**src/rtl/instr_encoder.sv**
```systemverilog
// instr_encoder: assembles 32-bit MIPS instruction words from a class tag plus
// operand fields, buffers them in a small FIFO, and streams them to an
// instruction-memory write port at consecutive word addresses.
//
// Outputs are driven only from registered state (FIFO storage, pointers,
// occupancy, address/count registers). No combinational path exists from
// in_* to out_*. in_ready depends only on the registered occupancy.
module instr_encoder #(
  parameter int                ADDR_W    = 32,
  parameter logic [ADDR_W-1:0] BASE_ADDR = '0,
  parameter int                DEPTH     = 4
) (
  input  logic              clk,
  input  logic              reset,
  input  logic              clr,
  input  logic              in_valid,
  output logic              in_ready,
  input  logic [2:0]        in_kind,
  input  logic [4:0]        in_rs,
  input  logic [4:0]        in_rt,
  input  logic [4:0]        in_rd,
  input  logic [4:0]        in_shamt,
  input  logic [5:0]        in_funct,
  input  logic [15:0]       in_imm,
  input  logic [25:0]       in_target,
  output logic              out_valid,
  input  logic              out_ready,
  output logic [ADDR_W-1:0] im_addr,
  output logic [31:0]       im_wdata,
  output logic [ADDR_W-1:0] word_cnt,
  output logic              err
);

  localparam int PW = $clog2(DEPTH);

  localparam logic [2:0] KIND_R   = 3'd0;
  localparam logic [2:0] KIND_BEQ = 3'd1;
  localparam logic [2:0] KIND_LW  = 3'd2;
  localparam logic [2:0] KIND_SW  = 3'd3;
  localparam logic [2:0] KIND_J   = 3'd4;

  localparam logic [5:0] OP_R   = 6'b000000;
  localparam logic [5:0] OP_BEQ = 6'b000100;
  localparam logic [5:0] OP_LW  = 6'b100011;
  localparam logic [5:0] OP_SW  = 6'b101011;
  localparam logic [5:0] OP_J   = 6'b000010;

  logic [31:0] mem [DEPTH];
  logic [PW-1:0] wptr;
  logic [PW-1:0] rptr;
  logic [PW:0]   occ;

  logic        full;
  logic        empty;
  logic        kind_ok;
  logic        accept;
  logic        push;
  logic        pop;
  logic        flush;
  logic [31:0] enc_word;

  assign full     = (occ == (PW+1)'(DEPTH));
  assign empty    = (occ == '0);
  assign in_ready = !full;
  assign out_valid = !empty;

  // Reset and clr are the same operation; both override any handshake that cycle.
  assign flush   = reset || clr;
  assign kind_ok = (in_kind <= KIND_J);
  assign accept  = in_valid && !full;
  // Invalid kinds still complete the handshake but never reach the FIFO.
  assign push    = accept && kind_ok;
  assign pop     = out_valid && out_ready;

  // Empty FIFO reads as zero so the word bus has a defined value at reset.
  assign im_wdata = empty ? 32'h0 : mem[rptr];

  // Field packing per instruction class; unused fields of a class are dropped.
  always_comb begin
    enc_word = 32'h0;
    unique case (in_kind)
      KIND_R:   enc_word = {OP_R, in_rs, in_rt, in_rd, in_shamt, in_funct};
      KIND_BEQ: enc_word = {OP_BEQ, in_rs, in_rt, in_imm};
      KIND_LW:  enc_word = {OP_LW, in_rs, in_rt, in_imm};
      KIND_SW:  enc_word = {OP_SW, in_rs, in_rt, in_imm};
      KIND_J:   enc_word = {OP_J, in_target};
      default:  enc_word = 32'h0;
    endcase
  end

  // FIFO storage write; contents need no reset because occupancy gates reads.
  always_ff @(posedge clk) begin
    if (push && !flush) begin
      mem[wptr] <= enc_word;
    end
  end

  // Pointers, occupancy, output address/count and sticky error.
  always_ff @(posedge clk) begin
    if (flush) begin
      wptr     <= '0;
      rptr     <= '0;
      occ      <= '0;
      im_addr  <= BASE_ADDR;
      word_cnt <= '0;
      err      <= 1'b0;
    end else begin
      if (push) begin
        wptr <= wptr + PW'(1);
      end
      if (pop) begin
        rptr     <= rptr + PW'(1);
        im_addr  <= im_addr + ADDR_W'(4);
        word_cnt <= word_cnt + ADDR_W'(1);
      end
      if (push && !pop) begin
        occ <= occ + (PW+1)'(1);
      end else if (pop && !push) begin
        occ <= occ - (PW+1)'(1);
      end
      if (accept && !kind_ok) begin
        err <= 1'b1;
      end
    end
  end

endmodule

```
**config.mk**
```make
export PLATFORM = sky130hd
export DESIGN_NAME = instr_encoder
export DESIGN_NICKNAME = d
export VERILOG_FILES = /design/src/rtl/instr_encoder.sv
export SDC_FILE = /design/constraint.sdc
export NUM_CORES = 1
export LEC_CHECK = 0
export BUFFER_PORTS_ARGS = -buffer_cell sky130_fd_sc_hd__buf_2
export CORE_MARGIN = 5
export CORE_UTILIZATION = 45
export DETAILED_ROUTE_END_ITERATION = 10
export PLACE_DENSITY = 0.75
export SETUP_SLACK_MARGIN = 0.3
export SLEW_MARGIN = 20
export SYNTH_ARGS = -nofsm -noshare
export SYNTH_HDL_FRONTEND = slang
export SYNTH_SLANG_ARGS = --single-unit
```
**constraint.sdc**
```tcl
create_clock -name clk -period 4 [get_ports clk]
set_input_delay 1.2 -clock clk [delete_from_list [all_inputs] [get_ports clk]]
set_output_delay 1.2 -clock clk [all_outputs]
set_load 0.01 [all_outputs]
```
==> impl_results.md, run 1 <==
- Status: finished clean
- Worst Path Max Fanout: 18
- Max VDD drop: 287.8 uV
- CTS Sinks: 192
- Row count: 50
- Core Area: 18770 um^2
- Worst Hold Class: reg -> reg
- # H-tree levels: 4
- Uppermost layer routed: met4
- Share of layout cells above drive strength 1: 29.26%
- Slew margin rel.: 32.95%
- Largest net degree at the start of global routing: 56
- Post-CTS Hold Buffers: 0
- Vias after detailed routing: 6197
- Fill cell count: 1593
- Setup crit start kind: register
- Post-route cell area: between 10000 and 15000 um^2
- First-pass GRT wire length: between 30 and 40 mm
- TritonCTS clock tree: yes
- Post-synth ARST share: 0%
- Clock latency on the worst-skew pair: between 0.4 and 0.5 ns
- Met2 Wirelength: 10.12 mm
- CTS Buf Count: 17
- Max cap viols: 0
- Drt wl/cell: 18.02 um
- Number of distinct library cells after synthesis: 46
- Post-synth EDFFs: 120
- Hold Path Depth: 2
- Final setup viols: 0
- Residual DRC: 0
- Power density over cell area: 406.6 nW/um^2
- Post-synthesis sequential element count: 192
- Io pins: 175
- Gr ovfl total: 0
- WL final: 20.00 mm
- FMAX: 0.2956 GHz
- DP HPWL: approximately 13 mm
- DR vias/cell: around 5.6
- Area grow syn2layout: 19.70%
- M1 wire length: 8.942 mm
- Post CTS Setup Buffer Count: 0
- Area of the multi-input gates: 3324 um^2
- RSZ-0062 raised after global routing: no
- Lkg Pwr: between 3 and 4 nW
- R2R depth: 5
- Setup TNS: 0 ns
- GP Congestion: 0.7841
- Fin crit share: 84.56%
- Average cell area after synthesis: 12.29 um^2
- Clk_skew: between 0.01 and 0.015 ns
- Post-route ant nets: 0
- Worst-margin pin slew: 1.003 ns
- Critical setup path kind: reg -> out
- Post-layout min period: 3.383 ns
- CTS max path bufs: 2
- Fin. max-slew vios: 0
- FF+latch area: 5046 um^2
- Die Height: 148.4 um
- Met3 wire len: around 680 um
- Worst EP required: about 2.8 ns
- CP endpoint kind: output port
- Root Buffer: clkbuf_16
- Data arrival, critical path: 2.18 ns
- Sequential area share after synthesis: 58.49%
- DRT iter0 DRCs: 375
- Final Hold Vio Count: 0
- Crit-path cells: buf_12 > mux4_2 > nor2b_1 > buf_2
- Drt first pass iters: 4
- Syn. warnings: 0
- Initial antenna violation count: 0
- Buffers added on ports: 171
- DP Area: slightly below 10000 um^2
- Starting Density: a little under half
- Post-synth top flop: edfxtp_1
- Worst-path clk slew: 0.07 ns
- PostCTS Resize Cnt: 0
- Mapped cell area: approximately 8600 um^2
- Die X: 148.4 um
- CP peak stage delay: 0.65 ns
- Cells after Synth: 702
- DIE AREA: between 20000 and 25000 um^2
- Nets: 946
- Slowest CP cell: dfxtp_2
- Vias in the first global route: between 5000 and 6000
- Total GRT Usage: between 10% and 20%
## logic make-up (layout without fill, tap and decap cells)
logic type,after synthesis,in the layout,synth area share [%]
AO/OA/AOI/OAI,110,110,7.675
AND/OR/NAND/NOR,249,249,16.58
XOR/XNOR,21,21,2.133
buffers and inverters,67,238,3.206
multiplexers,54,54,10.62
flip-flops,192,192,58.49
other,1,4,0.04348
adder cells (fa/ha/maj),8,8,1.248
## through the flow
| step | instances | setup WS, ns | power (mW) | util, % | hold slack [ns] |
|---|---|---|---|---|---|
| 6_report | 1110 | 0.6175 | 4.197 | 55.01 | 0.4757 |
| 5_1_grt | 1109 | 0.4575 | 4.348 | 54.99 | 0.4959 |
| 4_1_cts | 1109 | 0.5357 | 4.235 | 54.99 | 0.4798 |
| 3_5_place_dp | 1077 | 0.7528 | 2.539 | 51.81 | 0.4580 |
| 3_3_place_gp | 1077 | 0.8081 | 2.529 | 51.81 | 0.4507 |
| 2_1_floorplan | 704 | 0.8549 | 2.386 | - | 0.4847 |
## layer usage
layer / up-vias / track usage, %
met5: - / 0
met4: 0 / 5.497
met3: 22 / 2.803
met2: 130 / 30.12
met1: 3032 / 24.38
li1: 3013 / -
## critical path: cells and delay by family, from the launching register on
kind                   cells  cell delay (ns)
multiplexers               1             0.55
flip-flops                 1             0.65
buffers and inverters      2             0.40
AND/OR/NAND/NOR            1             0.14
## power breakdown
group	switching (mW)	total, mW	internal (mW)	leakage [nW]
combinational	0.203	0.349	0.146	1.75
clock	0.813	1.71	0.896	0.283
sequential	0.0151	2.14	2.12	1.68
## cell usage in the layout, fill, tap and decap left out, types with 21 or more instances in the layout
cell and count:
nor2b_1 31, a21oi_1 36, o21ai_0 35, mux2i_1 24, buf_2 171, inv_1 21, or4_1 22, nand3_1 44
mux4_2 30, dfxtp_1 71, nand2_1 35, edfxtp_1 120, nand4_1 24, nor2_1 26
## path summary, 6_finish.rpt
kind | startpoint | slack [ns] | endpoint
setup / recovery | register | 0.62 | im_wdata[29]
hold / removal | im_addr[31]$_SDFFE_PP0P_ | 0.48 | im_addr[31]$_SDFFE_PP0P_
setup reg to reg | occ[0]$_SDFFE_PP0P_ | 1.50 | im_addr[24]$_SDFFE_PP0P_
hold reg to reg | im_addr[31]$_SDFFE_PP0P_ | 0.48 | im_addr[31]$_SDFFE_PP0P_
## registers in the layout (all words and copies together) (netlist names), named ones only
name,cells
err,1
im_addr,30
mem,120
occ,3
rptr,2
word_cnt,32
wptr,2
## layout make-up
class	instances	share of cell area (%)
clock buffer	18	4.157
sequential	192	48.88
inverter	22	0.7999
clock inverter	14	1.624
tap	234	2.836
multi-input combinational	445	32.20
timing repair buffer	184	9.478
antenna	1	0.02424
## synthesized netlist by cell type (4+ instances only)
master,n,area share (%)
xor2_1,10,1.0
nor2_1,27,1.2
and4_1,8,0.81
or4_1,22,1.9
nand3_1,44,2.6
buf_2,8,0.46
nand4_1,24,1.7
inv_1,21,0.91
mux2i_1,24,2.8
xnor2_1,11,1.1
and3_1,11,0.80
or3_1,16,1.2
ha_1,7,1.0
mux4_2,30,7.8
and2_1,5,0.36
buf_4,4,0.35
nand2_1,35,1.5
o41ai_1,5,0.51
edfxtp_1,120,42
or4b_1,4,0.46
a21oi_1,36,2.1
nor2b_1,31,2.2
o21ai_0,35,2.0
nor3_1,4,0.23
clkbuf_1,32,1.4
dfxtp_1,72,17
nor4_1,9,0.65
o21a_1,4,0.35
o31ai_1,20,1.7
Power figures use the tool's default switching activity.
==> inputs of run 2 (changes only) <==
--- a/config.mk
+++ b/config.mk
@@ -5,6 +5,7 @@
 export SDC_FILE = /design/constraint.sdc
 export NUM_CORES = 1
 export LEC_CHECK = 0
+export ABC_AREA = 1
 export BUFFER_PORTS_ARGS = -buffer_cell sky130_fd_sc_hd__buf_2
 export CORE_MARGIN = 5
 export CORE_UTILIZATION = 45
==> constraint.sdc (replaced) <==
create_clock -name clk -period 3.5 [get_ports clk]
set_input_delay 1.05 -clock clk [delete_from_list [all_inputs] [get_ports clk]]
set_output_delay 1.05 -clock clk [all_outputs]
set_load 0.01 [all_outputs]
==> impl_results.md, run 2 <==
- DR vias/cell: 5.120
- FMAX: ~0.33 GHz
- Clock latency on the worst-skew pair: 0.44 ns
- Initial antenna violation count: 0
- Drt first pass iters: 4
- Power density over cell area: 456.2 nW/um^2
- Nets: between 1000 and 1500
- First-pass GRT wire length: 35.61 mm
- Io pins: 175
- Slew margin rel.: 39.08%
- Syn. warnings: 0
- Data arrival, critical path: around 2 ns
- Core Area: 19590 um^2
- Sequential power share: 49.6%
- Most frequent cells in the layout: 227 x nor2_1, 184 x nand2_1, 171 x buf_2
- Most frequent cell after synthesis: nor2_1
- Share of layout cells above drive strength 1: 19.87%
- Area of the multi-input gates: 3361 um^2
- Post-synth ARST share: 0%
- Worst-path clk slew: 0.07 ns
- Max cap viols: 0
- Die X: about 150 um
- Fin crit share: around 87%
- Cells after Synth: roughly 1100
- Max reg flops: 120
- Status: finished clean
- Worst Path Max Fanout: 60
- Biggest register: mem
- Final setup viols: 0
- FF+latch area: 5046 um^2
- Final Hold Vio Count: 0
- Uppermost layer routed: met4
- Mapped cell area: 8995 um^2
- Worst Hold Class: reg -> reg
- Post-layout min period: 3.034 ns
- Vias in the first global route: 7275
- Post-synth top flop: edfxtp_1
- Final Util: 55.09%
- Met2 Wirelength: 10.88 mm
- GP Congestion: 0.8671
- Gr ovfl total: 0
- DP Area: 10100 um^2
- Synth top area share: 40.06%
- ANT cells: 0
- Post-route ant nets: 0
- Drt wl/cell: ~15 um
- CTS Buf Count: 17
- WHS: between 0.4 and 0.5 ns
- TritonCTS clock tree: yes
- Sequential area share after synthesis: 56.09%
- Clk pwr share: 42.2%
- M1 wire length: 9.726 mm
- Root Buffer: clkbuf_16
- Worst-margin pin slew: 0.9128 ns
- Row count: 51
- Setup crit start kind: register
- Die Height: 151.4 um
- DRT iter0 DRCs: 470
- Commonest non-fill, non-tap cell in the layout: nor2_1
- Critical setup path kind: reg -> out
- CTS Sinks: roughly 190
- Fin. max-slew vios: 0
- Area grow syn2layout: 19.99%
- Post-synth EDFFs: 120
- Switching pwr: 1.295 mW
- Number of distinct library cells after synthesis: 37
- Worst EP required: 2.45 ns
- Largest net degree at the start of global routing: approximately 60
- Vias after detailed routing: 7696
- DIE AREA: 22920 um^2
- Total GRT Usage: between 10% and 20%
- Cell internal pwr: 3.628 mW
- Post-route cell area: approximately 11000 um^2
- Buffers added on ports: 171
- Synth cell count leaders: 232 x nor2_1, 184 x nand2_1, 120 x edfxtp_1, 108 x inv_1, 83 x o21ai_0
- # H-tree levels: 4
- Starting Density: a little under half
- Lkg Pwr: 4.364 nW
- Met3 wire len: 1.625 mm
- Sw Ratio: 26.31%
- Top flop regs: mem x120, word_cnt x32, im_addr x30
- WL final: 22.54 mm
- DP HPWL: 15.57 mm
- Clk_skew: 0.01024 ns
- Fill cell count: 1759
- Max VDD drop: 365.5 uV
- Biggest area consumer among synthesized cells: edfxtp_1
- CTS max path bufs: 2
- Average cell area after synthesis: between 8 and 9 um^2
- Post-synthesis sequential element count: 192
- Largest cells by area after synthesis: edfxtp_1 40%, dfxtp_1 16%, nor2_1 9.7%
- Comb power frac: 8.2%
- Setup TNS: 0 ns
- RSZ-0062 raised after global routing: no
- Residual DRC: 0
- CP endpoint kind: output port
## run 2: changes by cell type after synthesis, moves of 24 or more
cell	previous run	this run
mux4_2	30	0
mux2i_1	24	0
o21ai_0	35	83
nand2_1	35	184
nor2b_1	31	0
inv_1	21	108
nor2_1	27	232
## run 2: layout make-up
cell class / instances / area share, %
clock buffers: 17 / 3.942
clock inverters: 15 / 2.087
flip-flops and latches: 192 / 46.75
multi-input cells: 718 / 31.14
repair buffers: 185 / 9.054
repair inverters: 1 / 0.06956
well taps: 265 / 3.072
inverters: 110 / 3.884
## run 2: path summary, 6_finish.rpt
| path | start | to | slack [ns] | depth (start not counted) |
|---|---|---|---|---|
| max | register | im_wdata[26] | 0.47 | 6 |
| min | rptr[1]$_SDFFE_PP0P_ | register | 0.46 | 2 |
| max reg2reg | occ[0]$_SDFFE_PP0P_ | occ[2]$_SDFFE_PP0P_ | 1.31 | 10 |
| min reg2reg | rptr[1]$_SDFFE_PP0P_ | register | 0.46 | 2 |
## run 2: worst max-delay path, cell delays in order, from the launching register on
cell,delay (ns)
dfxtp_2,0.36
buf_6,0.38
nor2_1,0.11
nor2_1,0.10
o21ai_0,0.09
a21oi_1,0.29
buf_2,0.19
## run 2: kinds of logic after synthesis
group | Yosys count | synth area share, %
fa+ha+maj | 8 | 1.196
flops | 192 | 56.09
other cells | 1 | 0.04169
buf+inv | 151 | 6.774
compound gates | 172 | 10.49
xor+xnor | 2 | 0.1948
simple gates | 533 | 25.22
## run 2: power groups by stage
stage	Sequential, mW	Clock (mW)	Combinational (mW)
2_1_floorplan	2.49	0	0.241
3_3_place_gp	2.49	0	0.399
3_5_place_dp	2.49	0	0.408
4_1_cts	2.44	2.11	0.409
5_1_grt	2.44	2.21	0.453
6_report	2.44	2.08	0.406
## run 2: metal layers
layer  vias to the layer above  global-route usage (%)
met1                      3590                   25.42
met4                         0                   5.802
met5                         -                       0
met3                        27                   4.638
met2                       237                   32.81
li1                       3842                       -
## run 2: through the flow
step	total power, mW	instances	setup slack [ns]
6_report	4.923	1503	0.4663
5_1_grt	5.106	1503	0.3579
2_1_floorplan	2.733	1061	0.1705
3_5_place_dp	2.901	1469	0.4595
4_1_cts	4.960	1501	0.3418
3_3_place_gp	2.891	1469	0.5149
## run 2: what timing repair did
action                     in CTS  in global routing
setup endpoints to repair       0                 25
hold buffers                    0                  0
setup buffers                   0                  1
gates resized for setup         0                  5
==> inputs of run 3 (changes only) <==
--- a/config.mk
+++ b/config.mk
@@ -11,6 +11,7 @@
 export CORE_UTILIZATION = 45
 export DETAILED_ROUTE_END_ITERATION = 10
 export PLACE_DENSITY = 0.75
+export RECOVER_POWER = 25
 export SETUP_SLACK_MARGIN = 0.3
 export SLEW_MARGIN = 20
 export SYNTH_ARGS = -nofsm -noshare
==> impl_results.md, run 3 (synthesis gave the netlist of run 2 again) <==
- Status: finished, violations left
- Failing checks: capacitance limit, slew limit
- Post-CTS Hold Buffers: 0
- Biggest register: mem
- CTS Buf Count: 17
- Worst Hold Class: reg -> reg
- Root Buffer: clkbuf_16
- Initial antenna violation count: 0
- Max cap viols: 2
- Clk_skew: 0.009437 ns
- WL final: 22.57 mm
- Critical path destination: im_wdata[26]
- Most frequent cells in the layout: 228 x nor2_1, 184 x nand2_1, 159 x buf_2
- Post-route cell area: between 10000 and 15000 um^2
- DRT iter0 DRCs: 476
- Fill cell count: roughly 1800
- Slew margin rel.: -17.74%
- Fin crit share: 86.64%
- R2R depth: 7
- DR vias/cell: 5.117
- Levels on crit path: 6
- Data arrival, critical path: between 1.5 and 2 ns
- Worst EP required: 2.45 ns
- # H-tree levels: 4
- Total GRT Usage: 19.62%
- CP peak stage delay: between 0.3 and 0.4 ns
- Setup crit start kind: register
- Residual DRC: 0
- Worst setup slack after layout: between 0.4 and 0.5 ns
- Die Height: roughly 150 um
- Worst-path clk slew: approximately 0.08 ns
- Final Util: 54.91%
- Pre-CTS WS: 0.4595 ns
- Setup TNS: 0 ns
- Most used cell, CP: nor2_1
- Post-route ant nets: 0
- Vias in the first global route: about 7300
- Fin. max-slew vios: between 60 and 70
- DP HPWL: 15.57 mm
- Io pins: 175
- Starting Density: 45.92%
- GP Congestion: between 0.8 and 0.9
- ANT cells: 0
- Clock latency on the worst-skew pair: roughly 0.44 ns
- Top flop regs: mem x120, word_cnt x32, im_addr x30
- Gr ovfl total: 0
- Core Area: 19590 um^2
- FMAX: 0.3298 GHz
- Area grow syn2layout: 19.59%
- Lkg Pwr: roughly 4.3 nW
- Critical setup path kind: reg -> out
- Final Hold Vio Count: 0
- Post-layout min period: 3.033 ns
- Power density over cell area: about 460 nW/um^2
- Worst-margin pin slew: roughly 1.8 ns
- Worst Path Max Fanout: 60
- Final setup viols: 0
- RSZ-0062 raised after global routing: no
- Slowest CP cell: buf_6
- Largest net degree at the start of global routing: 61
- WP buf/inv: 2
- Worst R2R End: word_cnt[24]$_SDFFE_PP0P_
- CP endpoint kind: output port
- DIE AREA: 22920 um^2
- Crit-path cells: buf_6 > nor2_1 > nor2_1 > o21ai_0 > a21oi_1 > buf_2
- Commonest non-fill, non-tap cell in the layout: nor2_1
- CTS Sinks: roughly 190
- Worst r2r src: occ[0]$_SDFFE_PP0P_
- Vias after detailed routing: 7691
- Drt first pass iters: 6
- Nets: between 1000 and 1500
- First-pass GRT wire length: 35.61 mm
- Drt wl/cell: 15.02 um
- Die X: 151.4 um
- CTS max path bufs: 2
- TritonCTS clock tree: yes
- DP Area: 10100 um^2
- Max reg flops: 120
- Row count: 51
- Max VDD drop: 363.8 uV
- Reg-to-reg slack, setup: 0.84 ns
- Crit path max-delay family: buffers and inverters
- Buffers added on ports: around 170
- WHS: ~0.47 ns
- Share of layout cells above drive strength 1: 18.50%
==> run 3: worst min path at each step <==
stage,start,to,cells past startpoint
floorplan,rptr[1]$_SDFFE_PP0P_,register,2
global placement,err$_SDFFE_PP0P_,err$_SDFFE_PP0P_,2
finish,rptr[1]$_SDFFE_PP0P_,rptr[1]$_SDFFE_PP0P_,2
detailed placement,rptr[1]$_SDFFE_PP0P_,rptr[1]$_SDFFE_PP0P_,2
global route,rptr[1]$_SDFFE_PP0P_,register,2
CTS,rptr[1]$_SDFFE_PP0P_,rptr[1]$_SDFFE_PP0P_,2
==> run 3: final cells by class <==
| cell class | count | area [um^2] | area share (%) |
|---|---|---|---|
| clock inverters | 15 | 225.2 | 2.094 |
| repair inverters | 1 | 7.507 | 0.06979 |
| flip-flops and latches | 192 | 5046 | 46.91 |
| clock buffers | 17 | 425.4 | 3.955 |
| well taps | 265 | 331.6 | 3.082 |
| multi-input cells | 718 | 3347 | 31.12 |
| repair buffers | 185 | 954.7 | 8.875 |
| inverters | 110 | 419.2 | 3.897 |
==> run 3: worst register-to-register path: cells and delay by family (launching register included) <==
kind | cells | cell delay [ns]
AO/OA/AOI/OAI | 1 | 1.17
AND/OR/NAND/NOR | 6 | 0.95
flip-flops | 1 | 0.41
==> run 3: layer usage <==
metal | GRT usage (%) | wire length [um] | vias up
met1 | 25.42 | 9620 | 3574
met5 | 0 | 0 | -
met4 | 5.802 | 374 | 0
met2 | 32.81 | 10830 | 239
met3 | 4.638 | 1751 | 38
li1 | - | - | 3840
==> run 3: stage by stage <==
stage	total power, mW	cells
floorplan	2.733	1061
global placement	2.891	1469
detailed placement	2.901	1469
CTS	4.960	1501
global route	5.103	1503
finish	4.923	1503
==> run 3: where the power goes <==
part           switching (mW)  total, mW  internal, mW
sequential             0.0114       2.44          2.43
combinational           0.270      0.403         0.133
clock                    1.01       2.08          1.06
==> run 3: timing repair <==
item                       CTS  global route
buffers inserted             0             1
resized for setup            0             5
setup endpoints to repair    0            25
